<file path="src/rtl/video_sig_gen.sv">
// Raster timing generator: free-running pixel/line counters with registered
// sync, active-draw, new-frame and frame-count outputs for the HDMI path.
module video_sig_gen #(
  parameter int   ACTIVE_H = 1280,
  parameter int   FP_H     = 110,
  parameter int   SYNC_H   = 40,
  parameter int   BP_H     = 220,
  parameter int   ACTIVE_V = 720,
  parameter int   FP_V     = 5,
  parameter int   SYNC_V   = 5,
  parameter int   BP_V     = 20,
  parameter int   FPS      = 60,
  parameter logic SYNC_POL = 1'b1
) (
  input  logic        clk_in,
  input  logic        rst_in,
  output logic [10:0] hcount_out,
  output logic [9:0]  vcount_out,
  output logic        hs_out,
  output logic        vs_out,
  output logic        ad_out,
  output logic        nf_out,
  output logic [5:0]  fc_out
);

  localparam int TOTAL_H = ACTIVE_H + FP_H + SYNC_H + BP_H;
  localparam int TOTAL_V = ACTIVE_V + FP_V + SYNC_V + BP_V;
  localparam int HS_BEG  = ACTIVE_H + FP_H;
  localparam int HS_END  = HS_BEG + SYNC_H;
  localparam int VS_BEG  = ACTIVE_V + FP_V;
  localparam int VS_END  = VS_BEG + SYNC_V;

  localparam logic [10:0] H_LAST  = 11'(TOTAL_H - 1);
  localparam logic [9:0]  V_LAST  = 10'(TOTAL_V - 1);
  localparam logic [5:0]  FC_LAST = 6'(FPS - 1);

  if (TOTAL_H > 2048) begin : g_chk_h
    $error("TOTAL_H does not fit the 11-bit hcount_out");
  end
  if (TOTAL_V > 1024) begin : g_chk_v
    $error("TOTAL_V does not fit the 10-bit vcount_out");
  end
  if (FPS > 64) begin : g_chk_fps
    $error("FPS does not fit the 6-bit fc_out");
  end

  logic        running_q, running_d;
  logic [10:0] hcount_q, hcount_d;
  logic [9:0]  vcount_q, vcount_d;
  logic        hs_q, hs_d;
  logic        vs_q, vs_d;
  logic        ad_q, ad_d;
  logic        nf_q, nf_d;
  logic [5:0]  fc_q, fc_d;

  // Outputs are decoded from the next position so every flag lines up with
  // the counters it describes in the same cycle.
  always_comb begin
    running_d = 1'b1;
    hcount_d  = hcount_q;
    vcount_d  = vcount_q;
    if (!running_q) begin
      hcount_d = '0;
      vcount_d = '0;
    end else if (hcount_q == H_LAST) begin
      hcount_d = '0;
      vcount_d = (vcount_q == V_LAST) ? '0 : vcount_q + 10'd1;
    end else begin
      hcount_d = hcount_q + 11'd1;
    end

    hs_d = ((32'(hcount_d) >= 32'(HS_BEG)) && (32'(hcount_d) < 32'(HS_END)))
           ? SYNC_POL : ~SYNC_POL;
    vs_d = ((32'(vcount_d) >= 32'(VS_BEG)) && (32'(vcount_d) < 32'(VS_END)))
           ? SYNC_POL : ~SYNC_POL;
    ad_d = (32'(hcount_d) < 32'(ACTIVE_H)) && (32'(vcount_d) < 32'(ACTIVE_V));
    nf_d = (32'(hcount_d) == 32'(ACTIVE_H)) && (32'(vcount_d) == 32'(ACTIVE_V));

    fc_d = fc_q;
    if (nf_d) begin
      fc_d = (fc_q == FC_LAST) ? '0 : fc_q + 6'd1;
    end
  end

  always_ff @(posedge clk_in or negedge rst_in) begin
    if (!rst_in) begin
      running_q <= 1'b0;
      hcount_q  <= '0;
      vcount_q  <= '0;
      hs_q      <= ~SYNC_POL;
      vs_q      <= ~SYNC_POL;
      ad_q      <= 1'b0;
      nf_q      <= 1'b0;
      fc_q      <= '0;
    end else begin
      running_q <= running_d;
      hcount_q  <= hcount_d;
      vcount_q  <= vcount_d;
      hs_q      <= hs_d;
      vs_q      <= vs_d;
      ad_q      <= ad_d;
      nf_q      <= nf_d;
      fc_q      <= fc_d;
    end
  end

  assign hcount_out = hcount_q;
  assign vcount_out = vcount_q;
  assign hs_out     = hs_q;
  assign vs_out     = vs_q;
  assign ad_out     = ad_q;
  assign nf_out     = nf_q;
  assign fc_out     = fc_q;

endmodule
</file>
<file path="config.mk">
export PLATFORM = sky130hd
export DESIGN_NAME = video_sig_gen
export DESIGN_NICKNAME = d
export VERILOG_FILES = /design/src/rtl/video_sig_gen.sv
export SDC_FILE = /design/constraint.sdc
export NUM_CORES = 1
export LEC_CHECK = 0
export CELL_PAD_IN_SITES_DETAIL_PLACEMENT = 0
export CELL_PAD_IN_SITES_GLOBAL_PLACEMENT = 1
export CORE_UTILIZATION = 35
export DETAILED_ROUTE_END_ITERATION = 7
export GPL_ROUTABILITY_DRIVEN = 1
export PLACE_DENSITY = 0.7
export SETUP_SLACK_MARGIN = 0.05
export SYNTH_ARGS = -nofsm -noshare
export SYNTH_HDL_FRONTEND = slang
export SYNTH_SLANG_ARGS = --single-unit
</file>
<file path="constraint.sdc">
create_clock -name clk_in -period 7.3 [get_ports clk_in]
set_clock_uncertainty 0.1 [all_clocks]
set_input_delay 2.19 -clock clk_in [delete_from_list [all_inputs] [get_ports clk_in]]
set_output_delay 2.19 -clock clk_in [all_outputs]
set_load 0.01 [all_outputs]
</file>
## Word-level counts from Yosys, hierarchy flattened

Index checks and enable logic that the tools add are counted.
Widths: inputs -> output; s select.

| storage, ports and cells | value |
|---|---|
| register bits after elaboration | 32 |
| latch bits | 0 |
| RAM bits | 0 |
| ROM bits | 0 |
| input port bits | 2 |
| output and inout port bits | 31 |
| word-level logic and storage cells | 34 |
| memories kept | 0 |

| operators by class | value |
|---|---|
| add/sub/neg operators | 3 |
| $mul | 0 |
| div/mod/pow operators | 0 |
| $lt $le $gt $ge | 6 |
| equality and inequality tests | 5 |
| shifts and indexed selects | 0 |
| mux-type cells | 8 |
| bitwise gates (word level) | 0 |
| reductions and logical operators | 4 |

Operators with widths:

| cell | number |
|---|---|
| $mux 10 | 3 |
| $eq 11x11->1 const B | 2 |
| $lt 11x11->1 const B | 2 |
| $mux 11 | 2 |
| $eq 10x10->1 const B | 2 |
| $lt 10x10->1 const B | 2 |
| $add 11x1->11 const B | 1 |
| $ge 11x11->1 const B | 1 |
| $add 10x1->10 const B | 1 |
| $ge 10x10->1 const B | 1 |
| $add 6x1->6 const B | 1 |
| $eq 6x6->1 const B | 1 |
| $mux 6 | 1 |
| $logic_and 1x1->1 | 4 |
| $mux 1 | 2 |

## Longest topological paths before layout

Gate-level depths: netlist (run 1).

| depth | value |
|---|---|
| word-level depth | 7 |
| mapped depth | 12 |

## Worst setup path before layout (run 1)

Ideal clock, no wire load.

| path | value |
|---|---|
| path type | flip-flop to flip-flop |
| start | register hcount_q[1], in the netlist hcount_out[1] |
| end | register fc_q[2], in the netlist fc_out[2] |
| library setup time | 125 ps |
| arrival time | 3,215 ps |
| required time | 7,075 ps |
| setup slack | 3,860 ps |
| stages on the path, launching flop included | 11 |
| clock period less this slack | 3,440 ps |
| path through | dfrtp_1 inv_1 ha_1 nand4bb_4 or3_1 buf_2 o221a_1 or4b_4 or4_4 or3_4 mux2_4 |

| on the way | value |
|---|---|
| word-level cells in the longest chain between the ends | 5 |
| elaborated cells between the ends (all ways) | 9 |

Ends and longest elaborated chain:

| item | line | text |
|---|---|---|
| start: declaration | 48 | `logic [10:0] hcount_q, hcount_d;` |
| start signal: assignment | 97 | `hcount_q <= hcount_d;` |
| $add 11x1->11 / $eq 11x11->1 (equally long branches) | 69, 65 |  |
| $mux 11 / $mux 10 (equally long branches) | 65 | `end else if (hcount_q == H_LAST) begin` |
| $mux 11 / $mux 10 (equally long branches) | 62 | `if (!running_q) begin` |
| $eq 11x11->1 / $eq 10x10->1 (equally long branches) | 77 | `nf_d = (32'(hcount_d) == 32'(ACTIVE_H)) && (32'(vcount_d) == 32'(ACTIVE_V));` |
| $logic_and 1x1->1 (*) | 77 |  |
| end signal: assignment | 94 | `fc_q <= '0;` |
| end signal: assignment | 103 | `fc_q <= fc_d;` |
| end: declaration | 54 | `logic [5:0] fc_q, fc_d;` |

Every way passes the cells marked *; elsewhere a longest branch is shown, timed or not.
A chain may end at the register's enable or synchronous reset.

## Worst setup path after layout (run 1)

| path | value |
|---|---|
| start | register hcount_q[2], in the netlist hcount_out[2] |
| end | output port hcount_out[2] |

RTL lines:

| item | line | text |
|---|---|---|
| end: declaration | 17 | `output logic [10:0] hcount_out,` |

No word-level cell between the ends.

==> results.cfg, run 1 <==
[floorplan]
die_x_um = 78.2
die_height_um = 78.2
io-pin-count = 33
coreArea_um2 = 5540
die-area_um2 = 6120
num_rows = 27
start_util_pct = 36.7

[pwr]
p_leak_nw = 0.917
power.density_nw_per_um2 = 139
peakVddDrop_uv = 79.8

[sta]
tightest_slew_ns = 0.560
slew_violations = 0
rsz0062_at_grt = no
timing.final.crit_share_pct = 51.5
finalSetupViolCount = 0
maxSlewHeadroom_pct = 62.4
setup-tns-final_ns = 0
period_minus_slack_ns = 3.76
max_freq_mhz = 266
hold_viol = 0

[drt]
drcViolationCount = 0
wirelength_mm = 4.93
dr.pass1.iters = 4
drtAntennaViolNets = 0
drt_iter0_markers = 140
vias = 1764
via_per_inst = 5.50
wl_per_cell_um = 15.4

[synth]
avgSynthCellArea_um2 = 9.21
synth_edf_count = 0
ys_warn_count = 0
synthesis.nets = 228
synth_ff_type = dfrtp_1
synth_cell_types = 55
yosysSeqAreaShare_pct = 39.4
netlist_area_um2 = 2030
async_flop_share_pct = 100
postSynthCellCount = 221
yosys_register_bits = 32

[cells_and_area]
area_delta_synth_final_pct = 22.1
antennaDiodeCount = 0
final_nets = 255
n_fill_cell = 566
instances_no_fill = 321
drive_above_1_share_pct = 7.23
multi_input_area_um2 = 1140
regArea_um2 = 801

[place]
place_congestion = 0.818
hpwl_mm = 3.63
place_inst = 313
numPortBuffers = 32

[worst_setup_path]
cp-start-kind = flip-flop
path_buf_inv = 1
rr_worst_depth = 9
r2r_start = hcount_out[1]$_DFF_PN0_
worstSetupStartpoint = hcount_out[2]$_DFF_PN0_
cp.arrival_ns = 1.47
path_max_fanout = 11
path_cells = clkdlybuf4s50_1
crit_required_ns = 5.01
criticalPathCategory = reg -> out
crit_family = buffers and inverters
max_stage_delay_ns = 0.61
cp.depth = 1
worstSetupEndpointType = primary output
critPathSlowestCell = clkdlybuf4s50_1

[global_route]
grt_overflow_total = 0
grt_pass1_vias = 1701
grt_max_degree = 33
grtUsageTotal_pct = 17.8
antenna_found_initial = 0
grt_pass1_wl_mm = 8.38

[clock_tree]
cts_setup_buffers = 0
insertion_delay_ns = 0.29
cts_tree = done
clockRootBuffer = clkbuf_8
h-tree-depth = 2
cts.clk_slew.worst_paths_ns = 0.07
cts_buffers = 5
hold_buffers = 0
cts-resized-gates = 0
clk_path_buf_depth = 2
cts_sinks = 32

[worst_hold_path]
hold_path_class = reg -> reg
hold_start = hcount_out[0]$_DFF_PN0_
min_delay_path_depth = 1

[run]
cap_violations = 0

[outcome]
status = complete, no violations
registers in the layout, summed over array words and instances, names as in the netlist:
name / cells
hcount_out: 11
vcount_out: 10
fc_out: 6
ad_out: 1
hs_out: 1
nf_out: 1
running_q: 1
vs_out: 1
where the power goes:
group	internal, mW	switching, mW
Clock	0.0769	0.0675
Combinational	0.00752	0.0106
Sequential	0.179	0.00388
per-stage QoR:
| stage | total power, mW | utilization [%] | hold slack [ns] | setup WS, ns | instance area [µm²] |
|---|---|---|---|---|---|
| 2_1_floorplan | 0.194 | - | 0.475 | 3.86 | 2030 |
| 3_3_place_gp | 0.204 | 43.2 | 0.452 | 3.65 | 2390 |
| 3_5_place_dp | 0.204 | 43.2 | 0.458 | 3.59 | 2390 |
| 4_1_cts | 0.350 | 44.8 | 0.469 | 3.55 | 2480 |
| 5_1_grt | 0.361 | 44.8 | 0.517 | 3.42 | 2480 |
| 6_report | 0.345 | 44.8 | 0.475 | 3.54 | 2480 |
per-layer routing:
| metal | vias to the layer above | GRT usage, % | part of all wire [%] |
|---|---|---|---|
| met5 | - | 0 | 0 |
| met4 | 0 | 6.85 | 1.5 |
| met3 | 10 | 3.49 | 3.7 |
| met2 | 37 | 27.4 | 46 |
| met1 | 852 | 24.5 | 49 |
| li1 | 865 | - | - |
final timing paths:
check                                           to  slack [ns]
setup reg to reg             fc_out[2]$_DFFE_PN0P_        3.55
hold / removal             hcount_out[0]$_DFF_PN0_        0.47
min in group asynchronous         vs_out$_DFF_PN0_        2.21
max in group asynchronous  hcount_out[5]$_DFF_PN0_        4.58
setup / recovery                     hcount_out[2]        3.54
hold reg to reg            hcount_out[0]$_DFF_PN0_        0.47
cell families (layout without fill, tap and decap cells):
kind of cell,count (synthesis),count (layout),share of synthesized area [%]
AOI/OAI and AO/OA,44,44,14.9
xor gates and xnor gates,12,12,5.17
adders and majority gates,6,6,3.57
buffers and inverters,22,50,4.74
DFF,32,32,39.4
muxes,4,4,2.34
other,1,1,0.184
and+or+nand+nor,100,100,29.7
Yosys cell counts, types with 5 or more instances:
cell,count,share of area (%)
nand4_1,5,1.5
nor2b_1,5,1.5
nand3_1,15,3.7
o21ai_0,11,2.7
xor2_1,8,3.4
nand2_1,18,3.3
clkbuf_1,8,1.5
inv_1,8,1.5
dfrtp_1,32,39
or3_1,6,1.8
nor2_1,13,2.4
ha_1,5,3.1
nor3_1,8,2.0
nor4_1,6,1.8
worst register-to-register path, delay by kind of cell (launching register included):
kind | cells | cell delay (ns)
compound gates | 1 | 0.33
fa+ha+maj | 1 | 0.20
buf+inv | 1 | 0.08
flops | 1 | 0.44
mux | 1 | 0.30
simple gates | 5 | 2.19
placed cells by master, fill, tap and decap left out, drive strengths merged, types with 2 or more instances in the layout:
master,instances
or4,4
or3,7
o2bb2ai,2
clkbuf,8
o21ai,11
o21a,4
buf,2
inv,8
clkdlybuf4s50,32
or4b,2
a21oi,4
and3,2
ha,5
nand3b,3
nand4bb,4
xnor2,4
nor4,6
xor2,8
nor2b,5
nand4,5
nand3,15
nor2,13
o31ai,4
mux2,3
a21boi,3
o211ai,3
dfrtp,32
nand2,18
o31a,2
nor3,8
a211oi,2
o22ai,2
nand2b,2
area by class of cell:
cell class,count,share of cell area [%]
well taps,72,3.63
clock buffers,8,3.63
multi-input cells,167,45.8
repair buffers,34,13.5
flip-flops and latches,32,32.2
inverters,8,1.21
Note: power is estimated with default switching activity, not from simulation.
==> run 2: changes to the inputs <==
- PLACE_DENSITY: 0.7 -> 0.73
- clock period: 7.3 -> 3.3 ns (I/O delays scaled with it)
==> run 2 against run 1 <==
Compared with the run above: setup slack lost 3.4 ns; global-route usage grew 1.6 points; total power grew 140%; wire length grew 12%; highest routed layer unchanged; sequential share of layout area shrank 4.4 points; core utilization grew 7.2 points.
==> results.cfg, run 2 (same netlist as run 1, synthesis figures left out) <==
[worst_setup_path]
worstSetupEndpointType = flip-flop
worstReg2RegEnd = fc_out[2]$_DFFE_PN0P_
cp-start-kind = flip-flop
r2r_setup_slack_ns = 0.12
path_max_fanout = 5
worstSetupStartpoint = hcount_out[1]$_DFF_PN0_
cp-endpoint = fc_out[2]$_DFFE_PN0P_
rr_worst_depth = 9
crit_required_ns = 3.37
criticalPathCategory = reg -> reg
r2r_start = hcount_out[1]$_DFF_PN0_
cp.arrival_ns = 3.26

[sta]
period_minus_slack_ns = 3.18
worst_slack_ns = 0.117
finalSetupViolCount = 0
hold_viol = 0
setup-tns-final_ns = 0
timing.final.crit_share_pct = 96.5
slew_violations = 0
rsz0062_at_grt = yes
max_freq_mhz = 314

[run]
cap_violations = 0

[clock_tree]
clk_path_buf_depth = 2
insertion_delay_ns = 0.28
cts_sinks = 32
cts.clk_slew.worst_paths_ns = 0.07
cts_tree = done
h-tree-depth = 2
clockRootBuffer = clkbuf_8
cts_buffers = 5
hold_buffers = 0

[global_route]
grt_pass1_vias = 1847
grt_pass1_wl_mm = 9.19
antenna_found_initial = 0
grt_overflow_total = 0
grtUsageTotal_pct = 19.3
grt_max_degree = 33

[cells_and_area]
largest_reg_flops = 11
utilization_pct = 52.0
final_nets = 293
drive_above_1_share_pct = 24.0
antennaDiodeCount = 0
layout_commonest_cell = buf_4
layout_common_cells = 39 x buf_4, 32 x clkdlybuf4s50_1, 30 x dfrtp_1, 18 x nand2_1, 15 x nand3_1
area_delta_synth_final_pct = 41.7

[place]
numPortBuffers = 32
hpwl_mm = 4.11
place_congestion = 0.864
pre_cts_ws_ns = -0.0846

[pwr]
p_int_mw = 0.649
p_seq_share_pct = 47.6
total_power_mw = 0.838
peakVddDrop_uv = 197
power_frac_comb_pct = 7.5
power.density_nw_per_um2 = 291
p_sw_mw = 0.189
swShare_pct = 22.6
p_leak_nw = 1.12
clockPowerShare_pct = 44.9

[drt]
wirelength_mm = 5.54
drtAntennaViolNets = 0
dr.pass1.iters = 4
vias = 1918
via_per_inst = 5.34
drcViolationCount = 0
drt_iter0_markers = 130
wl_per_cell_um = 15.4

[outcome]
status = complete, no violations

[floorplan]
die_height_um = 78.2
coreArea_um2 = 5540
die-area_um2 = 6120
die_x_um = 78.2
io-pin-count = 33
start_util_pct = 36.7
num_rows = 27

[worst_hold_path]
hold_path_class = reg -> reg
[run 2: stage by stage]
step	area, µm²	std cells	hold WS, ns
3_3_place_gp	2680	348	0.460
4_1_cts	2810	356	0.476
5_1_grt	2880	359	0.539
3_5_place_dp	2680	348	0.459
6_report	2880	359	0.503
2_1_floorplan	2070	221	0.417
[run 2: worst min-delay path by stage]
stage,end,cells past startpoint,slack (ns),start
final,fc_out[1]$_DFFE_PN0P_,1,0.50,fc_out[1]$_DFFE_PN0P_
after global routing,hcount_out[0]$_DFF_PN0_,2,0.54,hcount_out[0]$_DFF_PN0_
after global placement,hcount_out[0]$_DFF_PN0_,2,0.46,hcount_out[0]$_DFF_PN0_
after detailed placement,hcount_out[0]$_DFF_PN0_,2,0.46,hcount_out[0]$_DFF_PN0_
after CTS,hcount_out[0]$_DFF_PN0_,2,0.48,hcount_out[0]$_DFF_PN0_
after floorplan,hcount_out[0]$_DFF_PN0_,1,0.42,hcount_out[0]$_DFF_PN0_
[run 2: power groups by stage]
stage               combinational, mW  clock, mW  sequential, mW
finish                         0.0628      0.377           0.399
global route                   0.0688      0.407           0.399
floorplan                      0.0235          0           0.409
CTS                            0.0560      0.385           0.398
global placement               0.0558          0           0.406
detailed placement             0.0556          0           0.406
[run 2: area by class of cell]
class                      count  area [µm²]
fill                         538        2660
multi-input combinational    167        1230
sequential                    32         803
timing repair buffer          72         624
tap                           72        90.1
clock buffer                   6        72.6
clock inverter                 2        35.0
inverter                       8        30.0
[run 2: timing repair]
item,4_1_cts,5_1_grt
gates resized for setup,4,8
pin swaps,0,2
endpoints found under the setup margin,5,5
setup buffers,0,3
[run 2: metal layers]
layer / share of wire (%) / vias up / GRT usage [%]
met5: 0 / - / 0
met4: 0.76 / 0 / 5.19
met3: 4.0 / 8 / 3.84
met2: 49 / 52 / 31.5
met1: 47 / 917 / 26.1
li1: - / 941 / -
[run 2: worst max-delay path, stage by stage (launching register included)]
cell and delay [ns]:
dfrtp_2 0.41, buf_4 0.16, ha_4 0.17, maj3_1 0.32, o22ai_1 0.15, nand4_1 0.13
or4b_4 0.54, or4_4 0.44, or3_4 0.36, mux2_4 0.30
==> run 3: changes to the inputs <==
- SKIP_CTS_REPAIR_TIMING: not set -> 1
==> run 3 against run 2 <==
Compared with the run above: sequential cell count is the same; first-iteration DRC count grew 26%; global-route usage is essentially flat; cell area shrank 0.13%; cell count is the same; wire length shrank 0.14%; critical path type unchanged; critical endpoint unchanged; largest power group unchanged.
==> results.cfg, run 3 (same netlist as run 1, synthesis figures left out) <==
[outcome]
status = complete, no violations

[worst_setup_path]
worstSetupStartpoint = hcount_out[0]$_DFF_PN0_
critPathSlowestCell = or4b_4
r2r_start = hcount_out[0]$_DFF_PN0_
path_cells = buf_4 -> ha_4 -> maj3_1 -> o22ai_1 -> nand4_1 -> or4b_4 -> or4_4 -> or3_4 -> mux2_4
path_max_fanout = 5
r2r_setup_slack_ns = 0.09
criticalPathCategory = reg -> reg
cp.arrival_ns = 3.28
cp-start-kind = flip-flop
max_stage_delay_ns = 0.54
worstSetupEndpointType = flip-flop
crit_required_ns = 3.37

[drt]
via_per_inst = 5.29
vias = 1898
wl_per_cell_um = 15.4
wirelength_mm = 5.53
drtAntennaViolNets = 0
wl_met2_mm = 2.68
drt_iter0_markers = 164
met3_length_um = 184
routedLengthMet1_mm = 2.62
dr.pass1.iters = 6
drcViolationCount = 0
top_layer = met4

[floorplan]
coreArea_um2 = 5540
num_rows = 27
io-pin-count = 33
die_height_um = 78.2
die-area_um2 = 6120
die_x_um = 78.2
start_util_pct = 36.7

[clock_tree]
cts.clk_slew.worst_paths_ns = 0.07
clockRootBuffer = clkbuf_8
h-tree-depth = 2
cts_sinks = 32
cts_tree = done
cts_buffers = 5
insertion_delay_ns = 0.28
clk_path_buf_depth = 2

[sta]
max_freq_mhz = 312
timing.final.crit_share_pct = 97.2
holdWs_ns = 0.503
rsz0062_at_grt = yes
hold_viol = 0
slew_violations = 0
finalSetupViolCount = 0
setup-tns-final_ns = 0
worst_slack_ns = 0.0931
period_minus_slack_ns = 3.21

[cells_and_area]
n_fill_cell = 536
regArea_um2 = 803
final_nets = 293
utilization_pct = 52.0
area_delta_synth_final_pct = 41.5
antennaDiodeCount = 0
layout_commonest_cell = buf_4
multi_input_area_um2 = 1230
layout_common_cells = 40 x buf_4, 32 x clkdlybuf4s50_1, 30 x dfrtp_1, 18 x nand2_1, 15 x nand3_1
largest_reg_flops = 11
drive_above_1_share_pct = 24.0

[worst_hold_path]
hold_path_class = reg -> reg
hold_start = fc_out[1]$_DFFE_PN0P_

[global_route]
grt_pass1_wl_mm = 9.22
grt_overflow_total = 0
grt_pass1_vias = 1851
antenna_found_initial = 0
grtUsageTotal_pct = 19.4
grt_max_degree = 33

[run]
cap_violations = 0

[pwr]
peakVddDrop_uv = 196
power.density_nw_per_um2 = 291
total_power_mw = 0.838
p_leak_nw = 1.12

[place]
pre_cts_ws_ns = -0.0846
hpwl_mm = 4.11
place_congestion = 0.864
numPortBuffers = 32
-- run 3: cell counts in the layout (fill, tap and decap cells not counted) --
No cell type changed its count.
-- run 3: metrics by stage --
stage	std cells	area, µm²
after floorplan	221	2070
after global placement	348	2680
after detailed placement	348	2680
after CTS	356	2790
after global routing	359	2880
final	359	2880
-- run 3: per-layer routing --
metal	vias up	global-route usage, %
met3	7	3.84
met2	37	31.6
met1	909	26.2
li1	945	-
met5	-	0
met4	0	5.19
-- run 3: final timing paths --
check                                           to  depth (start not counted)
min in group asynchronous  vcount_out[1]$_DFF_PN0_                          2
min                          fc_out[1]$_DFFE_PN0P_                          1
max in group asynchronous  hcount_out[0]$_DFF_PN0_                          2
min reg2reg                  fc_out[1]$_DFFE_PN0P_                          1
max                          fc_out[2]$_DFFE_PN0P_                          9
max reg2reg                  fc_out[2]$_DFFE_PN0P_                          9
-- run 3: layout make-up --
type | instances | share of cell area, %
timing repair buffer | 72 | 21.6
multi-input combinational | 167 | 42.6
clock inverter | 2 | 1.22
tap | 72 | 3.13
sequential | 32 | 27.9
clock buffer | 6 | 2.52
inverter | 8 | 1.04
-- run 3: worst max-delay path, delay by kind of cell, from the launching register on --
| kind | cells | cell delay, ns |
|---|---|---|
| simple gates | 4 | 1.47 |
| flops | 1 | 0.43 |
| fa+ha+maj | 2 | 0.49 |
| mux | 1 | 0.30 |
| compound gates | 1 | 0.15 |
| buf+inv | 1 | 0.16 |
-- run 3: report_power, final --
part	leakage [nW]	switching [mW]	internal (mW)
combinational	0.627	0.0342	0.0284
clock	0.0552	0.152	0.224
sequential	0.435	0.00294	0.396
total	1.12	0.190	0.649
